<file path="src/rtl/astro_pkg.sv">
// rtl/astro_pkg.sv - shared state encodings and lane geometry for the barrier game
package astro_pkg;

    typedef enum logic [1:0] {
        ST_IDLE = 2'b00,
        ST_PLAY = 2'b01,
        ST_WIN  = 2'b10,
        ST_LOSE = 2'b11
    } state_t;

    localparam int COORD_W_DEF = 10;

    function automatic int lane_top(input int i, input int y0 = 64, input int pitch = 64);
        return y0 + i * pitch;
    endfunction

endpackage

</file>
<file path="src/rtl/astro_target.sv">
// rtl/astro_target.sv - one bouncing target lane: position, direction, hit flag, hit and pixel compare
module astro_target
    import astro_pkg::*;
#(
    parameter int COORD_W = COORD_W_DEF,
    parameter int IDX     = 0,
    parameter int XL      = 60,
    parameter int XR      = 580,
    parameter int HALF    = 10,
    parameter int H       = 16,
    parameter int Y0      = 64,
    parameter int PITCH   = 64,
    parameter int SPEED   = 1
) (
    input  logic               clk,
    input  logic               reset_bar,
    input  logic               load_i,
    input  logic               adv_i,
    input  logic               hit_set_i,
    input  logic               shot_act_i,
    input  logic [COORD_W-1:0] shot_x_i,
    input  logic [COORD_W-1:0] shot_y_i,
    input  logic [COORD_W-1:0] counter_x_i,
    input  logic [COORD_W-1:0] counter_y_i,
    output logic               hit_o,
    output logic               match_o,
    output logic               pix_o
);
    typedef logic [COORD_W:0] cext_t;

    localparam cext_t TOP    = cext_t'(lane_top(IDX, Y0, PITCH));
    localparam cext_t BOT    = cext_t'(lane_top(IDX, Y0, PITCH) + H - 1);
    localparam cext_t HALF_W = cext_t'(HALF);

    logic [COORD_W-1:0] x_q;
    logic               dir_q;  // 1 = moving left
    logic               hit_q;
    cext_t              x_w;

    assign x_w   = {1'b0, x_q};
    assign hit_o = hit_q;

    always_ff @(posedge clk) begin
        if (!reset_bar || load_i) begin
            x_q   <= COORD_W'(XL + 64 * IDX);
            dir_q <= 1'b0;
            hit_q <= 1'b0;
        end else if (hit_set_i) begin
            hit_q <= 1'b1;
        end else if (adv_i && !hit_q) begin
            // Landing exactly on a bound counts as a bounce, so the next step already reverses.
            if (!dir_q) begin
                if (x_w + cext_t'(SPEED) >= cext_t'(XR)) begin
                    x_q   <= COORD_W'(XR);
                    dir_q <= 1'b1;
                end else begin
                    x_q <= x_q + COORD_W'(SPEED);
                end
            end else begin
                if (x_w <= cext_t'(XL + SPEED)) begin
                    x_q   <= COORD_W'(XL);
                    dir_q <= 1'b0;
                end else begin
                    x_q <= x_q - COORD_W'(SPEED);
                end
            end
        end
    end

    assign match_o = !hit_q && shot_act_i
                  && ({1'b0, shot_x_i} + HALF_W >= x_w) && ({1'b0, shot_x_i} <= x_w + HALF_W)
                  && ({1'b0, shot_y_i} >= TOP) && ({1'b0, shot_y_i} <= BOT);

    assign pix_o = !hit_q
                && ({1'b0, counter_x_i} + HALF_W >= x_w) && ({1'b0, counter_x_i} <= x_w + HALF_W)
                && ({1'b0, counter_y_i} >= TOP) && ({1'b0, counter_y_i} <= BOT);

endmodule

</file>
<file path="src/rtl/astro_barrier_engine.sv">
// rtl/astro_barrier_engine.sv - barrier game core: ship, single shot, target lanes, game FSM and pixel colour
module astro_barrier_engine
    import astro_pkg::*;
#(
    parameter int NUM_TARGETS = 4,
    parameter int COORD_W     = COORD_W_DEF,
    parameter int X_MIN       = 30,
    parameter int X_MAX       = 610,
    parameter int SHIP_STEP   = 2,
    parameter int SHIP_HALF   = 30,
    parameter int SHIP_ROW    = 7,
    parameter int SHOT_Y0     = 440,
    parameter int SHOT_STEP   = 10,
    parameter int SHOT_HALF   = 10,
    parameter int SHOT_LIMIT  = 8,
    parameter int TGT_XL      = 60,
    parameter int TGT_XR      = 580,
    parameter int TGT_HALF    = 10,
    parameter int TGT_H       = 16,
    parameter int LANE_Y0     = 64,
    parameter int LANE_PITCH  = 64,
    parameter int TGT_SPEED   = 1
) (
    input  logic                   clk,
    input  logic                   reset_bar,
    input  logic                   tick,
    input  logic                   start,
    input  logic                   btn_left,
    input  logic                   btn_right,
    input  logic                   btn_fire,
    input  logic [COORD_W-1:0]     counter_x,
    input  logic [COORD_W-1:0]     counter_y,
    input  logic                   in_display,
    output logic                   vga_r,
    output logic                   vga_g,
    output logic                   vga_b,
    output logic [1:0]             state,
    output logic [3:0]             score,
    output logic [3:0]             shots_left,
    output logic [NUM_TARGETS-1:0] hit_mask,
    output logic [COORD_W-1:0]     ship_x
);
    typedef logic [COORD_W:0] cext_t;

    state_t             state_q;
    logic [COORD_W-1:0] ship_x_q, ship_x_d, shot_x_q, shot_x_d, shot_y_q, shot_y_d;
    logic               shot_act_q, shot_act_d;
    logic [3:0]         score_q, score_d, shots_q, shots_d;
    logic [NUM_TARGETS-1:0] hit_q, match, hit_sel, pix_g, hit_mask_d;
    logic               vga_r_q, vga_g_q, vga_b_q;
    logic               play_tick, load, any_hit, ship_pix, shot_pix;
    cext_t              ship_w, cx_w, cy_w, sx_w, sy_w;

    assign play_tick = tick && start && (state_q == ST_PLAY);
    assign load      = tick && !start;
    assign ship_w    = {1'b0, ship_x_q};
    assign cx_w      = {1'b0, counter_x};
    assign cy_w      = {1'b0, counter_y};
    assign sx_w      = {1'b0, shot_x_q};
    assign sy_w      = {1'b0, shot_y_q};

    for (genvar i = 0; i < NUM_TARGETS; i++) begin : g_tgt
        astro_target #(
            .COORD_W(COORD_W), .IDX(i), .XL(TGT_XL), .XR(TGT_XR), .HALF(TGT_HALF), .H(TGT_H),
            .Y0(LANE_Y0), .PITCH(LANE_PITCH), .SPEED(TGT_SPEED * (i + 1))
        ) u_tgt (
            .clk(clk), .reset_bar(reset_bar), .load_i(load), .adv_i(play_tick),
            .hit_set_i(play_tick && hit_sel[i]), .shot_act_i(shot_act_q),
            .shot_x_i(shot_x_q), .shot_y_i(shot_y_q), .counter_x_i(counter_x), .counter_y_i(counter_y),
            .hit_o(hit_q[i]), .match_o(match[i]), .pix_o(pix_g[i])
        );
    end

    always_comb begin : p_hit_sel
        logic found;
        found   = 1'b0;
        hit_sel = '0;
        for (int i = 0; i < NUM_TARGETS; i++) begin
            if (match[i] && !found) begin
                hit_sel[i] = 1'b1;
                found      = 1'b1;
            end
        end
    end

    assign any_hit    = |hit_sel;
    assign hit_mask_d = hit_q | hit_sel;
    assign score_d    = score_q + {3'b000, any_hit};

    always_comb begin
        ship_x_d = ship_x_q;
        if (btn_right && !btn_left) begin
            if (ship_w + cext_t'(SHIP_STEP) >= cext_t'(X_MAX)) ship_x_d = COORD_W'(X_MAX);
            else                                               ship_x_d = ship_x_q + COORD_W'(SHIP_STEP);
        end else if (btn_left && !btn_right) begin
            if (ship_w <= cext_t'(X_MIN + SHIP_STEP)) ship_x_d = COORD_W'(X_MIN);
            else                                      ship_x_d = ship_x_q - COORD_W'(SHIP_STEP);
        end
    end

    // Fire only from an idle shot, so launch and flight never compete for the shot registers.
    always_comb begin
        shot_act_d = shot_act_q;
        shot_x_d   = shot_x_q;
        shot_y_d   = shot_y_q;
        shots_d    = shots_q;
        if (shot_act_q) begin
            if (any_hit || shot_y_q < COORD_W'(SHOT_STEP)) shot_act_d = 1'b0;
            else                                           shot_y_d   = shot_y_q - COORD_W'(SHOT_STEP);
        end else if (btn_fire && shots_q != 4'd0) begin
            shot_act_d = 1'b1;
            shot_x_d   = ship_x_q;
            shot_y_d   = COORD_W'(SHOT_Y0);
            shots_d    = shots_q - 4'd1;
        end
    end

    always_ff @(posedge clk) begin
        if (!reset_bar || load) begin
            state_q    <= ST_IDLE;
            ship_x_q   <= COORD_W'((X_MIN + X_MAX) / 2);
            shot_act_q <= 1'b0;
            shot_x_q   <= '0;
            shot_y_q   <= '0;
            score_q    <= 4'd0;
            shots_q    <= 4'(SHOT_LIMIT);
        end else if (tick) begin
            case (state_q)
                ST_IDLE: state_q <= ST_PLAY;
                ST_PLAY: begin
                    ship_x_q   <= ship_x_d;
                    shot_act_q <= shot_act_d;
                    shot_x_q   <= shot_x_d;
                    shot_y_q   <= shot_y_d;
                    score_q    <= score_d;
                    shots_q    <= shots_d;
                    if (&hit_mask_d)                        state_q <= ST_WIN;
                    else if (shots_d == 4'd0 && !shot_act_d) state_q <= ST_LOSE;
                end
                default: ;
            endcase
        end
    end

    assign ship_pix = (cx_w + cext_t'(SHIP_HALF) >= ship_w) && (cx_w <= ship_w + cext_t'(SHIP_HALF))
                   && (counter_y[9:6] == 4'(SHIP_ROW));
    assign shot_pix = shot_act_q
                   && (cx_w + cext_t'(SHOT_HALF) >= sx_w) && (cx_w <= sx_w + cext_t'(SHOT_HALF))
                   && (cy_w + cext_t'(SHOT_HALF) >= sy_w) && (cy_w <= sy_w + cext_t'(SHOT_HALF));

    always_ff @(posedge clk) begin
        if (!reset_bar) begin
            vga_r_q <= 1'b0;
            vga_g_q <= 1'b0;
            vga_b_q <= 1'b0;
        end else begin
            vga_r_q <= in_display && ship_pix;
            vga_g_q <= in_display && (|pix_g);
            vga_b_q <= in_display && shot_pix;
        end
    end

    assign vga_r      = vga_r_q;
    assign vga_g      = vga_g_q;
    assign vga_b      = vga_b_q;
    assign state      = state_q;
    assign score      = score_q;
    assign shots_left = shots_q;
    assign hit_mask   = hit_q;
    assign ship_x     = ship_x_q;

endmodule

</file>
<file path="config.mk">
export PLATFORM = sky130hd
export DESIGN_NAME = astro_barrier_engine
export DESIGN_NICKNAME = d
export VERILOG_FILES = /design/src/rtl/astro_pkg.sv /design/src/rtl/astro_target.sv /design/src/rtl/astro_barrier_engine.sv
export SDC_FILE = /design/constraint.sdc
export NUM_CORES = 1
export LEC_CHECK = 0
export CAP_MARGIN = 20
export CORE_ASPECT_RATIO = 0.6
export CORE_UTILIZATION = 58
export DETAILED_ROUTE_END_ITERATION = 10
export PLACE_DENSITY = 0.77
export SYNTH_ARGS = -nofsm -noshare
export SYNTH_HDL_FRONTEND = slang
export SYNTH_HIERARCHICAL = 1
export SYNTH_SLANG_ARGS = --single-unit
</file>
<file path="constraint.sdc">
create_clock -name clk -period 3.8 [get_ports clk]
set_input_delay 0.38 -clock clk [delete_from_list [all_inputs] [get_ports clk]]
set_output_delay 0.38 -clock clk [all_outputs]
set_load 0.005 [all_outputs]
</file>
# After elaboration in Yosys (flattened, before gate mapping)
# Index checks and enable logic that the tools add are counted.
# Widths: inputs -> output; s select.
# totals
reg_bits	92
latch_bits	0
mem_bits_rw	0
rom_bits	0
input_bits	28
output_inout_bits	27
word_cells	249
mem_count	0
# classes
addsub	28
mul	0
div	0
n_lt_le_gt_ge	49
n_eq_ne	4
shifts	0
muxes	45
n_bitwise	6
n_reduce_logical	95
# ops
operator	n
$mux 10	19
$ge 11x10->1	11
$le 10x11->1	11
$add 10x4->11 const B	8
$logic_and 1x1->1	63
$ge 11x10->1 const B	5
$ge 10x8->1 const B	4
$le 10x6->1 const B	4
$le 10x8->1 const B	4
$add 10x2->11 const B	3
$add 10x2->10 const B	3
$le 10x7->1 const B	3
$sub 10x2->10 const B	3
$add 10x5->11 const B	2
$mux 1	21
$ge 10x7->1 const B	2
$ge 10x9->1 const B	2
$le 10x9->1 const B	2
$logic_not 1->1	12
$reduce_and 4->1	3
$add 10x1->11 const B	1
$add 10x3->11 const B	1
$add 10x1->10 const B	1
$add 10x3->10 const B	1
23 further kinds	38

# Logic depth before layout (Yosys ltp)
# depth
ltp_word	25
depth_mapped	20
depth_no_buf	19

# Modules after synthesis
# The synthesis kept the hierarchy.
# by_module_without_submodules
module	n_inst	cells_each	area_each_um2	seq_area_each_um2
astro_barrier_engine	1	558	4234.1	820.8
astro_target (g_tgt[0].u_tgt)	1	304	2376.0	240.2
astro_target (g_tgt[2].u_tgt)	1	303	2329.7	240.2
astro_target (g_tgt[1].u_tgt)	1	292	2183.3	220.2
astro_target (g_tgt[3].u_tgt)	1	240	1886.8	200.2

# Worst setup path after synthesis
# OpenSTA, ideal clock, no wires.
# synth_path
path_kind	reg2reg
from	register shot_x_q[1]
to	register shot_y_q[7]
setup_ps	133
arrival_ps	3961
required_ps	3667
path_slack_ps	-294
path_stages_with_launch	17
n_path_buf	1
synth_period_minus_slack_ps	4094
cell_sequence	dfxtp_1 > ha_1 > o21ai_0 > xnor2_1 > ha_1 > a21oi_1 > nor2_1 > a2111oi_0 > a21oi_1 > o311a_1 > or4_4 > a311oi_2 > o21ai_2 > buf_6 > nor4b_4 > xnor2_1 > a21oi_1
# synth_via
elab_cells_between_ends	41
classes_between	add/sub: 1; order compare: 8; eq/ne: 1; mux: 6; reduce/logical: 25
# synth_rtl
element	line_no	text
from (decl)	astro_barrier_engine.sv:46	logic [COORD_W-1:0] ship_x_q, ship_x_d, shot_x_q, shot_x_d, shot_y_q, shot_y_d;
from (signal assigned)	astro_barrier_engine.sv:133	shot_x_q <= shot_x_d;
$add 10x4->11	astro_target.sv:71	&& ({1'b0, shot_x_i} + HALF_W >= x_w) && ({1'b0, shot_x_i} <= x_w + HALF_W)
$ge 11x10->1	astro_target.sv:71	
$logic_and 1x1->1	astro_target.sv:71	
$logic_and 1x1->1 *	astro_target.sv:71	
$logic_and 1x1->1 * (2 in a row)	astro_target.sv:72	&& ({1'b0, shot_y_i} >= TOP) && ({1'b0, shot_y_i} <= BOT);
via match[2]	astro_barrier_engine.sv:49	logic [NUM_TARGETS-1:0] hit_q, match, hit_sel, pix_g, hit_mask_d;
$logic_and 1x1->1 *	astro_barrier_engine.sv:79	if (match[i] && !found) begin
$mux 1	astro_barrier_engine.sv:79	
$logic_not 1->1	astro_barrier_engine.sv:79	
$logic_and 1x1->1	astro_barrier_engine.sv:79	
$mux 1	astro_barrier_engine.sv:79	
$reduce_or 4->1 *	astro_barrier_engine.sv:86	assign any_hit = |hit_sel;
$logic_or 1x1->1 *	astro_barrier_engine.sv:108	if (any_hit || shot_y_q < COORD_W'(SHOT_STEP)) shot_act_d = 1'b0;
$ne 2x2->1 (no line) *	-	
$reduce_and 4->1 (no line) *	-	
to (signal assigned)	astro_barrier_engine.sv:134	shot_y_q <= shot_y_d;
to (decl)	astro_barrier_engine.sv:46	
# Mark *: on every way through the listed nets, which the timed path passes. The rest lies on a longest branch.
# A chain may end at the register's enable or synchronous reset.

# Worst setup path in the final report
# layout_path
from	register shot_x_q[1]
to	register shot_y_q[6]
# layout_via
elab_chain_cells	20
elab_cells_between_ends	41
classes_between	add/sub: 1; order compare: 8; eq/ne: 1; mux: 6; reduce/logical: 25
# layout_lines
element	line_no
$add 10x4->11	astro_target.sv:71
$ge 11x10->1	astro_target.sv:71
$logic_and 1x1->1	astro_target.sv:71
$logic_and 1x1->1 *	astro_target.sv:71
$logic_and 1x1->1 * (2 in a row)	astro_target.sv:72
$mux 1 *	astro_barrier_engine.sv:79
via hit_sel[0]	astro_barrier_engine.sv:49
$logic_not 1->1	astro_barrier_engine.sv:79
[4 not listed]	-
$mux 1	astro_barrier_engine.sv:79
$logic_not 1->1	astro_barrier_engine.sv:79
$logic_and 1x1->1	astro_barrier_engine.sv:79
$mux 1	astro_barrier_engine.sv:79
$reduce_or 4->1 *	astro_barrier_engine.sv:86
$logic_or 1x1->1 *	astro_barrier_engine.sv:108
$ne 2x2->1 (no line) *	-
$reduce_and 4->1 (no line) *	-
# Marks and branches as above.

==> flow_summary.ini <==
[timing]
finalMaxSlewViolations = 0
fin_skew_ps = 9.39
rsz0062_at_grt = yes
fmax_mhz = 253
fin_crit_ps = 3960
setup_slack_ps = -159
hold_slack_ps = 495
finalHoldViolCount = 0
tns_ps = -865
final-setup-viol-count = 9
relSlewSlack = 0.381
finalCritPeriodShare = 1.04
tightest_slew_ps = 905

[detailed_routing]
drt_wl_total_um = 43700
drt_iter0_drc = 1683
ant_nets = 0
vias_per_cell = 6.51
vias = 14208
drt_first_pass_iters = 8
wl_per_cell_um = 20.0
drc = 0

[floorplanning]
die_h_um = 118
core_area_um2 = 22000
start_util = 0.591
die_x_um = 195
num_rows = 42
die_area_um2 = 23100
pin_count = 55

[grt]
antenna_found_initial = 0
grt.total_usage = 0.368
grt-ovfl-total = 0
grt_max_degree = 31
grt_pass1_vias = 12699
grt_pass1_wl_um = 68300

[finish]
insertedDiodeCount = 0
nNetsFinal = 2154
area_growth_pct = 21.6
mostFrequentLayoutCell = ha_1
drive_gt1_frac = 0.183
n_fill_cell = 1722
layout_common_cells = 227 x ha_1, 180 x buf_4, 129 x nand2_1

[worst_setup_path]
crit_type = flip-flop to flip-flop
cp-start-kind = flip-flop
ff2ff_path_depth = 18
crit_required_ps = 4100
crit_path_end_kind = flip-flop
arrival_ps = 4260
critPathMaxFanout = 6

[synth]
yosysUniqueCellTypes = 108
synth_area_um2 = 13000
synth_edf_count = 0
synth_top_area_frac = 0.225
seq_area_frac_synth = 0.132
async_flop_share = 0
ys.flop_type = dfxtp_1
post_synth.cell_area_avg_um2 = 7.67
synthTopCellsByArea = ha_1 23%, dfxtp_1 13%, xnor2_1 7.5%
ys.warnings.count = 6
synth_seq_cells = 86
netlist_instances = 1697
synth_top_area_cell = ha_1

[clock_network]
cts_buffer_depth = 2
clkLatencyLatePin_ps = 370
cts.sinks = 86
clk_pin_slew_worst_paths_ps = 80
hold_buffers = 0
clk_root_buffer_cell = clkbuf_16
cts_tree = done
numCtsBuffers = 9
htree_levels = 3

[power_and_ir_drop]
p_leak_nw = 6.68
p_per_area_nw_per_um2 = 173
total_power_mw = 2.74
peakVddDrop_mv = 0.199

[run_status]
violations = negative setup slack
outcome = complete, but fails checks

[run]
cap_violations = 0

[placed_design]
dp_worst_setup_slack_ps = -316
numPortBuffers = 53
place.gp.congestion = 0.994
dp_hpwl_um = 33200

[worst_hold_path]
hold_depth = 2
hold_class = flip-flop to flip-flop
-- path summary, 6_finish.rpt --
path	from	end	slack (ps)
hold / removal	score[0]	score[0]	500
setup / recovery	shot_x_q[1]	shot_y_q[6]	-160
setup reg to reg	shot_x_q[1]	shot_y_q[6]	-160
hold reg to reg	score[0]	score[0]	500
-- cells by family after synthesis --
kind of cell | after synthesis | synth area share
xor+xnor | 151 | 0.103
fa+ha+maj | 234 | 0.225
flops | 86 | 0.132
compound gates | 488 | 0.250
buf+inv | 179 | 0.0626
mux | 4 | 0.00308
other cells | 1 | 0.000288
simple gates | 554 | 0.223
-- where the power goes --
| part | internal [mW] | switching (mW) | leakage, nW |
|---|---|---|---|
| registers | 0.910 | 0.0262 | 0.700 |
| clock network | 0.470 | 0.472 | 0.149 |
| logic | 0.375 | 0.487 | 5.83 |
-- final cells by class --
type	count	area, um^2	area share
clock buffer	9	225	0.0142
sequential	86	1760	0.111
clock inverter	7	73.8	0.00466
multi-input combinational	1437	10800	0.685
inverter	105	394	0.0249
tap	286	358	0.0226
timing repair buffer	253	2170	0.137
-- cells in the mapped netlist, drive strengths merged, types with 39 or more instances --
cell type,count
xnor2,112
a21oi,135
nand2,133
nor3,44
nand4,39
nand3,47
inv,102
clkbuf,40
o21ai,104
nor2,132
xor2,39
dfxtp,86
ha,234
-- flip-flops by register name, indices dropped and copies added (netlist names) --
| signal | flops |
|---|---|
| shot_act_q | 1 |
| shots_left | 4 |
| ship_x | 9 |
| shot_y_q | 9 |
| g_tgt.u_tgt/x_q | 37 |
| vga_b | 1 |
| shot_x_q | 9 |
| vga_g | 1 |
| state | 2 |
| vga_r | 1 |
| score | 4 |
| g_tgt.u_tgt/hit_o | 4 |
| g_tgt.u_tgt/dir_q | 4 |
-- repair_timing --
item / 4_1_cts / 5_1_grt
gates cloned: 1 / 0
pin swaps: 26 / 56
gates resized for setup: 40 / 79
setup buffers: 10 / 16
setup endpoints to repair: 20 / 42
-- worst max-delay path, stage by stage (launching register included) --
cell and delay (ps):
dfxtp_4 360, buf_8 140, ha_4 170, o21ai_2 160, xnor2_1 100, ha_1 330, a21oi_2 160, nor2b_1 70
o21ai_1 140, o211ai_1 120, o211ai_1 130, a221oi_2 100, buf_4 170, or4_4 560, a311oi_4 400, buf_4 190
o21ai_4 60, or3_1 380, a21oi_1 120
-- routing by layer --
metal  vias to the layer above  track usage  share of wire
li1                       6677            -              -
met1                      6610        0.561           0.46
met2                       856        0.532           0.41
met3                        65       0.0682           0.12
met4                         0       0.0684          0.014
met5                         -            0              0
-- metrics by stage --
stage | util | instance area [um^2] | cells
6_report | 0.719 | 15800 | 2183
4_1_cts | 0.700 | 15400 | 2168
2_1_floorplan | - | 13000 | 1701
3_5_place_dp | 0.676 | 14900 | 2141
3_3_place_gp | 0.676 | 14900 | 2141
5_1_grt | 0.719 | 15800 | 2183
Note: power is estimated with default switching activity, not from simulation.
